[config.mk]
export PLATFORM = sky130hd
export DESIGN_NAME = buzzer_sched
export DESIGN_NICKNAME = d
export VERILOG_FILES = /design/src/rtl/buzzer_sched.sv
export SDC_FILE = /design/constraint.sdc
export NUM_CORES = 1
export LEC_CHECK = 0
export ABC_AREA = 1
export CAP_MARGIN = 20
export CORE_MARGIN = 8
export CORE_UTILIZATION = 45
export CTS_CLUSTER_DIAMETER = 120
export DETAILED_ROUTE_END_ITERATION = 10
export PLACE_DENSITY_LB_ADDON = 0.25
export SYNTH_ARGS = -nofsm -noshare
export SYNTH_HDL_FRONTEND = slang
export SYNTH_SLANG_ARGS = --single-unit
export TNS_END_PERCENT = 100
[constraint.sdc]
create_clock -name clk -period 4.9 [get_ports clk]
set_clock_uncertainty 0.2 [all_clocks]
set_input_delay 0.98 -clock clk [delete_from_list [all_inputs] [get_ports clk]]
set_output_delay 0.98 -clock clk [all_outputs]
set_load 0.02 [all_outputs]
[src/rtl/buzzer_sched.sv]
// ============================================================================
// Module   : buzzer_sched
// Brief    : Three-source buzzer pattern scheduler. Arbitration is fixed
//            priority and non-preemptive. Each source has its own on/off/repeat
//            pattern, timed in ticks of TICK_DIV clock cycles.
// Revision : 1.0 - initial release
// ============================================================================
`default_nettype none

module buzzer_sched #(
   parameter int TICK_DIV = 25000000,
   parameter int ON_T0    = 1,
   parameter int OFF_T0   = 1,
   parameter int REP0     = 4,
   parameter int ON_T1    = 2,
   parameter int OFF_T1   = 2,
   parameter int REP1     = 2,
   parameter int ON_T2    = 1,
   parameter int OFF_T2   = 3,
   parameter int REP2     = 1
) (
   input  logic       clk,
   input  logic       rst,
   input  logic [2:0] req,
   input  logic       mute,
   output logic       buzzer,
   output logic [2:0] grant,
   output logic [2:0] done,
   output logic       busy
);

   localparam int            PW        = (TICK_DIV > 1) ? $clog2(TICK_DIV) : 1;
   localparam logic [PW-1:0] PRESC_MAX = PW'(TICK_DIV - 1);

   typedef enum logic [2:0] {
      S_IDLE  = 3'd0,
      S_GRANT = 3'd1,
      S_ON    = 3'd2,
      S_OFF   = 3'd3,
      S_DONE  = 3'd4
   } state_t;

   state_t        state_q, state_d;
   logic [2:0]    prev_req_q;
   logic [2:0]    arm_q;
   logic [2:0]    pending_q, pending_d;
   logic [1:0]    sel_q, sel_d;
   logic [PW-1:0] presc_q, presc_d;
   logic [7:0]    phase_q, phase_d;
   logic [7:0]    rep_q, rep_d;
   logic          buzzer_q;
   logic [2:0]    grant_q, grant_d;
   logic [2:0]    done_q, done_d;

   logic [2:0]    w_edge;
   logic [2:0]    w_clr;
   logic          w_tick;
   logic          w_phase_end;
   logic [7:0]    w_rep_dec;
   logic [1:0]    w_lowest;

   function automatic logic [7:0] on_ticks(input logic [1:0] s);
      case (s)
         2'd0:    return 8'(ON_T0);
         2'd1:    return 8'(ON_T1);
         default: return 8'(ON_T2);
      endcase
   endfunction

   function automatic logic [7:0] off_ticks(input logic [1:0] s);
      case (s)
         2'd0:    return 8'(OFF_T0);
         2'd1:    return 8'(OFF_T1);
         default: return 8'(OFF_T2);
      endcase
   endfunction

   function automatic logic [7:0] rep_count(input logic [1:0] s);
      case (s)
         2'd0:    return 8'(REP0);
         2'd1:    return 8'(REP1);
         default: return 8'(REP2);
      endcase
   endfunction

   // arm_q blocks a request that was already high when reset released, until
   // that request has been seen low at least once.
   assign w_edge      = req & ~prev_req_q & arm_q;
   assign w_tick      = (presc_q == PRESC_MAX);
   assign w_phase_end = w_tick && (phase_q <= 8'd1);
   assign w_rep_dec   = (rep_q != 8'd0) ? rep_q - 8'd1 : 8'd0;
   assign w_lowest    = pending_q[0] ? 2'd0 : (pending_q[1] ? 2'd1 : 2'd2);

   always_comb begin
      state_d = state_q;
      sel_d   = sel_q;
      presc_d = presc_q;
      phase_d = phase_q;
      rep_d   = rep_q;
      w_clr   = 3'b000;

      if (state_q == S_ON || state_q == S_OFF) begin
         presc_d = w_tick ? '0 : presc_q + 1'b1;
         if (w_tick && phase_q != 8'd0) begin
            phase_d = phase_q - 8'd1;
         end
      end

      case (state_q)
         S_IDLE: begin
            if (pending_q != 3'b000 && !mute) begin
               state_d = S_GRANT;
               sel_d   = w_lowest;
            end
         end
         S_GRANT: begin
            w_clr   = 3'(3'b001 << sel_q);
            phase_d = on_ticks(sel_q);
            rep_d   = rep_count(sel_q);
            presc_d = '0;
            state_d = S_ON;
         end
         S_ON: begin
            if (w_phase_end) begin
               state_d = S_OFF;
               phase_d = off_ticks(sel_q);
               presc_d = '0;
            end
         end
         S_OFF: begin
            if (w_phase_end) begin
               rep_d = w_rep_dec;
               if (w_rep_dec != 8'd0) begin
                  state_d = S_ON;
                  phase_d = on_ticks(sel_q);
                  presc_d = '0;
               end else begin
                  state_d = S_DONE;
               end
            end
         end
         S_DONE:  state_d = S_IDLE;
         default: state_d = S_IDLE;
      endcase

      if (mute && state_q != S_IDLE) begin
         state_d = S_IDLE;
      end
   end

   // A new edge on the bit being cleared by GRANT takes precedence.
   assign pending_d = mute ? 3'b000 : ((pending_q & ~w_clr) | w_edge);
   assign grant_d   = (state_d == S_IDLE) ? 3'b000 : 3'(3'b001 << sel_d);
   assign done_d    = (state_d == S_DONE) ? 3'(3'b001 << sel_d) : 3'b000;

   always_ff @(posedge clk) begin
      if (rst) begin
         state_q    <= S_IDLE;
         prev_req_q <= 3'b000;
         arm_q      <= ~req;
         pending_q  <= 3'b000;
         sel_q      <= 2'd0;
         presc_q    <= '0;
         phase_q    <= 8'd0;
         rep_q      <= 8'd0;
         buzzer_q   <= 1'b0;
         grant_q    <= 3'b000;
         done_q     <= 3'b000;
      end else begin
         state_q    <= state_d;
         prev_req_q <= req;
         arm_q      <= arm_q | ~req;
         pending_q  <= pending_d;
         sel_q      <= sel_d;
         presc_q    <= presc_d;
         phase_q    <= phase_d;
         rep_q      <= rep_d;
         buzzer_q   <= (state_d == S_ON);
         grant_q    <= grant_d;
         done_q     <= done_d;
      end
   end

   assign buzzer = buzzer_q;
   assign grant  = grant_q;
   assign done   = done_q;
   assign busy   = (state_q != S_IDLE);

endmodule

`default_nettype wire

==> results.cfg, run 1 <==
[drt]
wl_per_cell_um = 12.3
drt-initial-drc-count = 238
routed_wl_um = 7420
vias = 3098
via_per_inst = 5.12
drtPass1Iterations = 4
drc_errors = 0
postRouteAntennaNets = 0

[synth]
synth_flop_cell = dfxtp_1
synthSimpleGateAreaFrac_pct = 38.1
ys_types = 34
synth.area.top_cells = dfxtp_1, nand2_1, nor2_1
synth_fp_nets = 499
synthXorXnorAreaFrac_pct = 5.44
async_flop_share_pct = 0
yosysMostFrequentCell = nand2_1
synth.largest_area_cell = dfxtp_1
synth-compound-area-share_pct = 8.36
netlist_area_um2 = 3380
synth.avg_cell_area_um2 = 6.93
synth_edf_count = 0
synthCells = 488
synth_top_family_by_area = simple AND/OR/NAND/NOR gates
ys_ff_latch = 62
synth_top_area_share_pct = 36.7
synth_fa_ha_area_share_pct = 1.85
synthMuxAreaShare_pct = 0
ys_seq_area_share_pct = 36.7
yosysWarnings = 0
synth.top_cells.by_count = nand2_1, nor2_1, dfxtp_1

[floorplan]
coreArea_um2 = 7250
die_area_um2 = 10500
die_width_um = 103
die_h_um = 103
initial_core_util_pct = 46.6
num_rows = 31
io_pins = 14

[clocking]
postCtsSetupRepairBufs = 0
cts_sinks = 62
clk_latency_ns = 0.35
cts_tree = done
h-tree-depth = 3
cts_resized = 0
clkTransAtPathRegs_ns = 0.07
cts_buffers = 9
cts_root_buf = clkbuf_8
clock_tree.buffer_depth = 2
cts_hold_buf = 0

[grt]
grt_pass1_wl_um = 13000
grt_antenna_before_repair = 0
grt_pass1_vias = 3026
overflow = 0
grt.total_usage_pct = 15.5
grt_max_degree = 24

[worst_hold_path]
hold_depth = 2
min_to = arm_q[1]$_DFF_P_
hp-class = reg2reg
min_from = arm_q[1]$_DFF_P_

[sta]
rsz0062_at_grt = no
worst_pin_slew_ns = 0.632
layout_setup_ws_ns = 1.95
timing.final.crit_period_ns = 2.95
max_freq_mhz = 339
relSlewSlack_pct = 57.5
setup_viol = 0
setup_tns_ns = 0
drv_slew = 0
hold_viol = 0
period_share_pct = 60.2

[critical_path]
rrSetupSlack_ns = 2.19
r2r_end = presc_q[8]$_SDFF_PP0_
worst_setup_path_start_kind = input port
cp_cell_sequence = clkdlybuf4s50_1 -> inv_1 -> nand4_4 -> nor3_1
cp_max_fo = 23
max_stage_delay_ns = 0.65
crit_type = in2reg
cp.required_ns = 4.95
worstRegToRegCells = 12
r2r-start = rep_q[0]$_SDFFE_PP0P_
crit_buf_inv = 2
cp.arrival_ns = 3.00
critPathTopFamily = buffers and inverters
cp-end-kind = register
critPathSlowestCell = clkdlybuf4s50_1

[placed_design]
dp_slack_ns = 1.56
place.gp.congestion = 0.869
dpl.hpwl_um = 5400
portBuffers = 13

[cells_and_area]
drive_above_1_share_pct = 11.5
synthToLayoutAreaGrowth_pct = 12.1
fin_nets = 512
multi_input_area_um2 = 1820
regArea_um2 = 1240
nFillCells = 734
diodes = 0

[pwr]
ir_drop_v = 0.000207
p_leak_nw = 1.50
p_per_area_nw_per_um2 = 313

[run_status]
status = complete, no violations

[job]
cap_violations = 0
[routing by layer]
layer  vias up  wire length, um  GRT usage (%)
li1       1601                -              -
met1      1440             3480           17.9
met2        43             3460           25.3
met3        14              337           4.93
met4         0              145           7.79
met5         -                0              0
[sequential cells by signal, indices dropped and copies added, names as in the netlist, 3 cells and up]
signal and cells:
rep_q 8, grant 3, presc_q 25, pending_q 3
phase_q 8, arm_q 3, state_q 3, prev_req_q 3
done 3
[through the flow]
stage	utilization, %	total power, mW	hold slack, ns	std cells	cell area [um^2]
after floorplan	-	0.647	0.219	488	3380
after global placement	49.1	0.673	0.234	589	3560
after detailed placement	49.1	0.675	0.239	589	3560
after CTS	52.3	1.20	0.254	605	3790
after global routing	52.3	1.24	0.272	605	3790
final	52.3	1.19	0.250	605	3790
[cells in the final DEF (no fill, tap or decap)]
cell             instances
a31oi_1                  2
nor3_2                   1
nor3b_1                  2
nor2_1                  67
bufinv_16                2
o21ai_0                 19
dfxtp_1                 62
and3_1                   1
o31ai_1                  3
xnor2_1                  3
nor4_1                   2
nand3b_1                 1
o21ai_2                  1
clkdlybuf4s50_1         13
xor2_1                  18
clkinv_2                 1
clkbuf_8                11
nor3_1                  13
inv_1                   61
nand4_4                  1
nor2_2                  19
a21oi_1                 19
nand2_1                 98
or2_2                    5
clkinvlp_4               1
ha_1                     5
nand4_1                 20
nand3_1                 37
a21oi_2                  4
a311oi_1                 1
nand3_2                  5
clkinv_4                 1
inv_2                    4
o21ai_1                  1
nand2_4                  1
nor2_4                   1
[logic make-up (layout without fill, tap and decap cells)]
logic type | after synthesis | count (layout)
buffers and inverters | 76 | 94
AOI/OAI and AO/OA | 50 | 50
xor gates and xnor gates | 21 | 21
and+or+nand+nor | 274 | 274
adders and majority gates | 5 | 5
DFF | 62 | 62
[worst reg2reg max path: cells and delay by family, from the launching register on]
kind,cells,cell delay [ns]
flops,1,0.32
fa+ha+maj,1,0.20
buf+inv,3,0.33
simple gates,8,1.58
[how the worst max path moves through the flow]
stage | endpoint | cells after the start | startpoint
after detailed placement | presc_q[8]$_SDFF_PP0_ | 4 | rst
final | presc_q[8]$_SDFF_PP0_ | 4 | rst
after CTS | presc_q[8]$_SDFF_PP0_ | 4 | rst
after global placement | presc_q[3]$_SDFF_PP0_ | 4 | rst
after floorplan | grant[1]$_SDFF_PP0_ | 6 | mute
after global routing | presc_q[3]$_SDFF_PP0_ | 4 | rst
[cell type report]
class | instances | area share [%]
timing repair buffer | 13 | 3.43
clock buffer | 11 | 3.99
clock inverter | 5 | 2.15
inverter | 65 | 6.44
sequential | 62 | 32.7
tap | 99 | 3.27
multi-input combinational | 350 | 48.0
[report_power, final]
group,switching (mW),leakage [nW],internal (mW)
logic,0.0951,0.879,0.0453
registers,0.00836,0.502,0.515
clock network,0.209,0.116,0.314
(Power assumes the default switching activity.)
==> run 2: changes to the inputs <==
==> constraint.sdc (replaced) <==
create_clock -name clk -period 2.4 [get_ports clk]
set_clock_uncertainty 0.2 [all_clocks]
set_input_delay 0.48 -clock clk [delete_from_list [all_inputs] [get_ports clk]]
set_output_delay 0.48 -clock clk [all_outputs]
set_load 0.02 [all_outputs]
==> run 2 against run 1 <==
Against the previous run: clock power rose by 59%; final cell count rose by 2.0%; sequential share of layout area fell by 0.49 points; largest power group unchanged; highest routed layer unchanged; wire length fell by 0.44%.
==> results.cfg, run 2 (synthesis results as in run 1) <==
[sta]
setup_viol = 0
period_share_pct = 92.9
relSlewSlack_pct = 61.4
worst_pin_slew_ns = 0.575
hold_slack_ns = 0.246
setup_tns_ns = 0
rsz0062_at_grt = no
drv_slew = 0
hold_viol = 0
max_freq_mhz = 448
timing.final.crit_period_ns = 2.23

[cells_and_area]
diodes = 0
synthToLayoutAreaGrowth_pct = 13.8
reg.largest.list = presc_q: 25 flops, phase_q: 8 flops, rep_q: 8 flops
final_cell_area_um2 = 3850
fin_nets = 525
final_common_cell = nand2_1
regMostFlops = presc_q
largest_reg_flops = 25
drive_above_1_share_pct = 13.7
final_cell_mix = nand2_1, nor2_1, dfxtp_1

[drt]
via_per_inst = 5.00
vias = 3087
routed_wl_um = 7390
postRouteAntennaNets = 0
drc_errors = 0
wl_per_cell_um = 12.0
drtPass1Iterations = 5
drt-initial-drc-count = 110

[grt]
grt_antenna_before_repair = 0
overflow = 0
grt_pass1_wl_um = 12800
grt_max_degree = 24
grt_pass1_vias = 2891
grt.total_usage_pct = 15.1

[clocking]
cts_tree = done
cts_sinks = 62
clkTransAtPathRegs_ns = 0.07
cts_buffers = 9
clock_tree.buffer_depth = 2
clk_latency_ns = 0.34
h-tree-depth = 3
postCtsSetupRepairBufs = 0
cts_root_buf = clkbuf_8

[pwr]
clockPowerShare_pct = 37.7
p_per_area_nw_per_um2 = 571
power.total_mw = 2.20
combinationalPowerShare_pct = 13.7
p_int_mw = 1.58
ir_drop_v = 0.000345
power_frac_seq_pct = 48.6
swShare_pct = 28.1
p_sw_mw = 0.617
p_leak_nw = 1.54

[critical_path]
cp_max_fo = 9
crit_type = reg2reg
cp.required_ns = 2.46
worst_setup_path_start_kind = register
cp.arrival_ns = 2.29
cp-end-kind = register

[placed_design]
dpl_cell_area_um2 = 3670
portBuffers = 13
dpl.hpwl_um = 5600
place.gp.congestion = 0.889

[floorplan]
io_pins = 14
num_rows = 31
die_h_um = 103
die_width_um = 103
die_area_um2 = 10500
initial_core_util_pct = 46.6
coreArea_um2 = 7250

[job]
cap_violations = 0

[run_status]
status = complete, no violations

[worst_hold_path]
hp-class = reg2reg
-- run 2: worst max-delay path, stage by stage, from the launching register on --
cell	delay, ns
dfxtp_1	0.37
ha_1	0.22
nand3_1	0.09
nor2_1	0.19
nand3_1	0.15
nor2_4	0.19
nand3_2	0.12
nand2_1	0.24
buf_4	0.19
o21ai_0	0.07
a31oi_1	0.14
-- run 2: stage by stage --
step / setup WS (ns) / util (%) / instances
2_1_floorplan: 0.396 / - / 488
4_1_cts: 0.160 / 53.0 / 617
3_3_place_gp: 0.156 / 50.6 / 602
6_report: 0.169 / 53.1 / 617
3_5_place_dp: 0.172 / 50.6 / 602
5_1_grt: 0.000603 / 53.1 / 617
-- run 2: area by class of cell --
cell class / instances / area [um^2]
repair buffers: 26 / 240
clock buffers: 12 / 155
inverters: 65 / 244
flip-flops and latches: 62 / 1240
well taps: 99 / 124
fillers: 766 / 3400
clock inverters: 3 / 20.0
multi-input cells: 350 / 1820
-- run 2: worst paths after layout --
kind,start,endpoint,slack [ns],cells after the start
max reg2reg,presc_q[0]$_SDFF_PP0_,rep_q[2]$_SDFFE_PP0P_,0.17,10
max,presc_q[0]$_SDFF_PP0_,rep_q[2]$_SDFFE_PP0P_,0.17,10
min,arm_q[1]$_DFF_P_,arm_q[1]$_DFF_P_,0.25,2
min reg2reg,arm_q[1]$_DFF_P_,arm_q[1]$_DFF_P_,0.25,2
-- run 2: power by group through the flow --
stage / Sequential (mW) / Clock, mW / Combinational [mW]
2_1_floorplan: 1.09 / 0 / 0.230
3_3_place_gp: 1.09 / 0 / 0.294
3_5_place_dp: 1.09 / 0 / 0.297
4_1_cts: 1.07 / 0.848 / 0.300
5_1_grt: 1.07 / 0.893 / 0.344
6_report: 1.07 / 0.829 / 0.301
-- run 2: what timing repair did --
action / 4_1_cts / 5_1_grt
hold buffers: 0 / 0
setup endpoints to repair: 0 / 7
gates resized for setup: 0 / 2
-- run 2: routing by layer --
layer / share of wire (%) / GRT usage, % / wire, um
met5: 0 / 0 / 0
met4: 0.66 / 4.51 / 49
met3: 4.9 / 4.93 / 361
met2: 46 / 24.9 / 3410
met1: 48 / 18.2 / 3570
==> run 3: changes to the inputs <==
--- a/config.mk
+++ b/config.mk
@@ -10,6 +10,7 @@
 export CORE_MARGIN = 8
 export CORE_UTILIZATION = 45
 export CTS_CLUSTER_DIAMETER = 120
+export CTS_CLUSTER_SIZE = 8
 export DETAILED_ROUTE_END_ITERATION = 10
 export PLACE_DENSITY_LB_ADDON = 0.25
 export SYNTH_ARGS = -nofsm -noshare
==> constraint.sdc (replaced) <==
create_clock -name clk -period 2.2 [get_ports clk]
set_clock_uncertainty 0.2 [all_clocks]
set_input_delay 0.44 -clock clk [delete_from_list [all_inputs] [get_ports clk]]
set_output_delay 0.44 -clock clk [all_outputs]
set_load 0.02 [all_outputs]
==> run 3 against run 2 <==
Against the previous run: via count grew 4.0%; clock-buffer cell count shrank 2; fmax grew 5.3%; total power grew 22%; setup slack lost 0.088 ns; wire length grew 7.7%; register-to-register slack lost 0.09 ns; sequential share of layout area shrank 2.5 points; critical path depth grew 3; utilization grew 4.7 points; cell area grew 8.8%; sequential power grew 9%.
==> results.cfg, run 3 (synthesis results as in run 1) <==
[cells_and_area]
regArea_um2 = 1250
largest_reg_flops = 25
fin_nets = 549
diodes = 0
fin_util_pct = 57.8
nFillCells = 682
stdcell_count = 642
drive_above_1_share_pct = 21.4
final_common_cell = nand2_1
regMostFlops = presc_q
final_cell_area_um2 = 4190
reg.largest.list = presc_q: 25 flops, phase_q: 8 flops, rep_q: 8 flops
synthToLayoutAreaGrowth_pct = 23.8
multi_input_area_um2 = 1900
final_cell_mix = nand2_1, nor2_1, dfxtp_1

[pwr]
p_per_area_nw_per_um2 = 643
ir_drop_v = 0.000384
p_leak_nw = 1.73
power.total_mw = 2.69

[clocking]
cts_root_buf = clkbuf_8
h-tree-depth = 3
cts_sinks = 62
clk_latency_ns = 0.34
cts_tree = done
cts_buffers = 9
clock_tree.buffer_depth = 2
clkTransAtPathRegs_ns = 0.08
cts_hold_buf = 0

[critical_path]
critPathLaunch = rep_q[0]$_SDFFE_PP0P_
rrSetupSlack_ns = 0.08
worstRegToRegCells = 13
max_stage_delay_ns = 0.34
worst_setup_path_start_kind = register
cp.arrival_ns = 2.18
crit_buf_inv = 4
r2r_end = presc_q[8]$_SDFF_PP0_
critPathSlowestCell = dfxtp_2
crit_type = reg2reg
cp_max_fo = 7
cp-end-kind = register
cp_cell_sequence = inv_2 -> buf_4 -> buf_4 -> nand2_2 -> nand2_1 -> nand3_2 -> nand2_2 -> nor2_2 -> nand3_2 -> nand2_4 -> nand4_4 -> buf_12 -> nor3_2
critPathTopFamily = simple AND/OR/NAND/NOR gates
cp.required_ns = 2.26
r2r-start = rep_q[0]$_SDFFE_PP0P_
worstSetupEndpoint = presc_q[8]$_SDFF_PP0_
crit_cells = 13

[grt]
grt_pass1_vias = 3004
met1_usage_pct = 17.6
overflow = 0
met2_usage_pct = 27.1
busiest_layer = met2
grt_antenna_before_repair = 0
met3_usage_pct = 5.13
grt_pass1_wl_um = 13200
grt_max_degree = 14
grt.total_usage_pct = 15.8

[sta]
setup_tns_ns = 0
period_share_pct = 96.3
relSlewSlack_pct = 58.4
drv_slew = 0
worst_pin_slew_ns = 0.619
timing.final.crit_period_ns = 2.12
rsz0062_at_grt = yes
setup_viol = 0
max_freq_mhz = 472
hold_slack_ns = 0.248
layout_setup_ws_ns = 0.0816
hold_viol = 0

[drt]
via_per_inst = 5.00
drtPass1Iterations = 5
drc_errors = 0
routed_wl_um = 7960
wl_per_cell_um = 12.4
vias = 3212
drt-initial-drc-count = 113
postRouteAntennaNets = 0

[placed_design]
dpl_cell_area_um2 = 3810
place_inst = 619
place.gp.congestion = 0.919
dpl.hpwl_um = 5750
dp_slack_ns = 0.0238
portBuffers = 13

[floorplan]
die_width_um = 103
die_h_um = 103
coreArea_um2 = 7250
die_area_um2 = 10500
num_rows = 31
io_pins = 14
initial_core_util_pct = 46.6

[job]
cap_violations = 0

[run_status]
status = complete, no violations

[worst_hold_path]
hp-class = reg2reg
run 3: cell types whose count changed in the layout (fill, tap and decap cells not counted), sizes merged:
cell           delta
bufinv            +2
clkinv            +2
dlymetal6s2s      +1
buf              +21
clkdlybuf4s50     -1
nand2             +1
clkinvlp          -1
run 3: cell type report:
class,count,share of cell area (%)
clock buffers,10,3.05
clock inverters,6,2.06
inverters,65,5.82
multi-input cells,351,45.3
flip-flops and latches,62,29.7
well taps,99,2.96
repair buffers,49,11.1
run 3: timing repair:
action,CTS,global route
pin swaps,0,6
setup buffers,0,4
gates cloned,0,3
gates resized for setup,1,28
setup endpoints to repair,1,37
run 3: per-layer routing:
metal | routed length (um) | part of all wire [%]
met1 | 3580 | 45
met2 | 3880 | 49
met3 | 382 | 4.8
met4 | 119 | 1.5
met5 | 0 | 0
run 3: worst min-delay path by stage:
stage,from,end,slack [ns],cells past startpoint
after floorplan,arm_q[0]$_DFF_P_,arm_q[0]$_DFF_P_,0.22,2
after global placement,arm_q[2]$_DFF_P_,arm_q[2]$_DFF_P_,0.23,2
after detailed placement,arm_q[1]$_DFF_P_,arm_q[1]$_DFF_P_,0.23,2
after CTS,arm_q[1]$_DFF_P_,arm_q[1]$_DFF_P_,0.25,2
after global routing,arm_q[1]$_DFF_P_,arm_q[1]$_DFF_P_,0.27,2
final,arm_q[1]$_DFF_P_,arm_q[1]$_DFF_P_,0.25,2
run 3: worst reg2reg max path, delay by kind of cell (launching register included):
| kind | cells | cell delay (ns) |
|---|---|---|
| AND/OR/NAND/NOR | 9 | 0.97 |
| buffers and inverters | 4 | 0.54 |
| flip-flops | 1 | 0.34 |
run 3: power by group:
part	switching [mW]	internal (mW)	leakage (nW)	total, mW
sequential	0.0184	1.15	0.504	1.17
clock	0.465	0.636	0.106	1.10
combinational	0.250	0.176	1.12	0.426
total	0.733	1.96	1.73	2.69
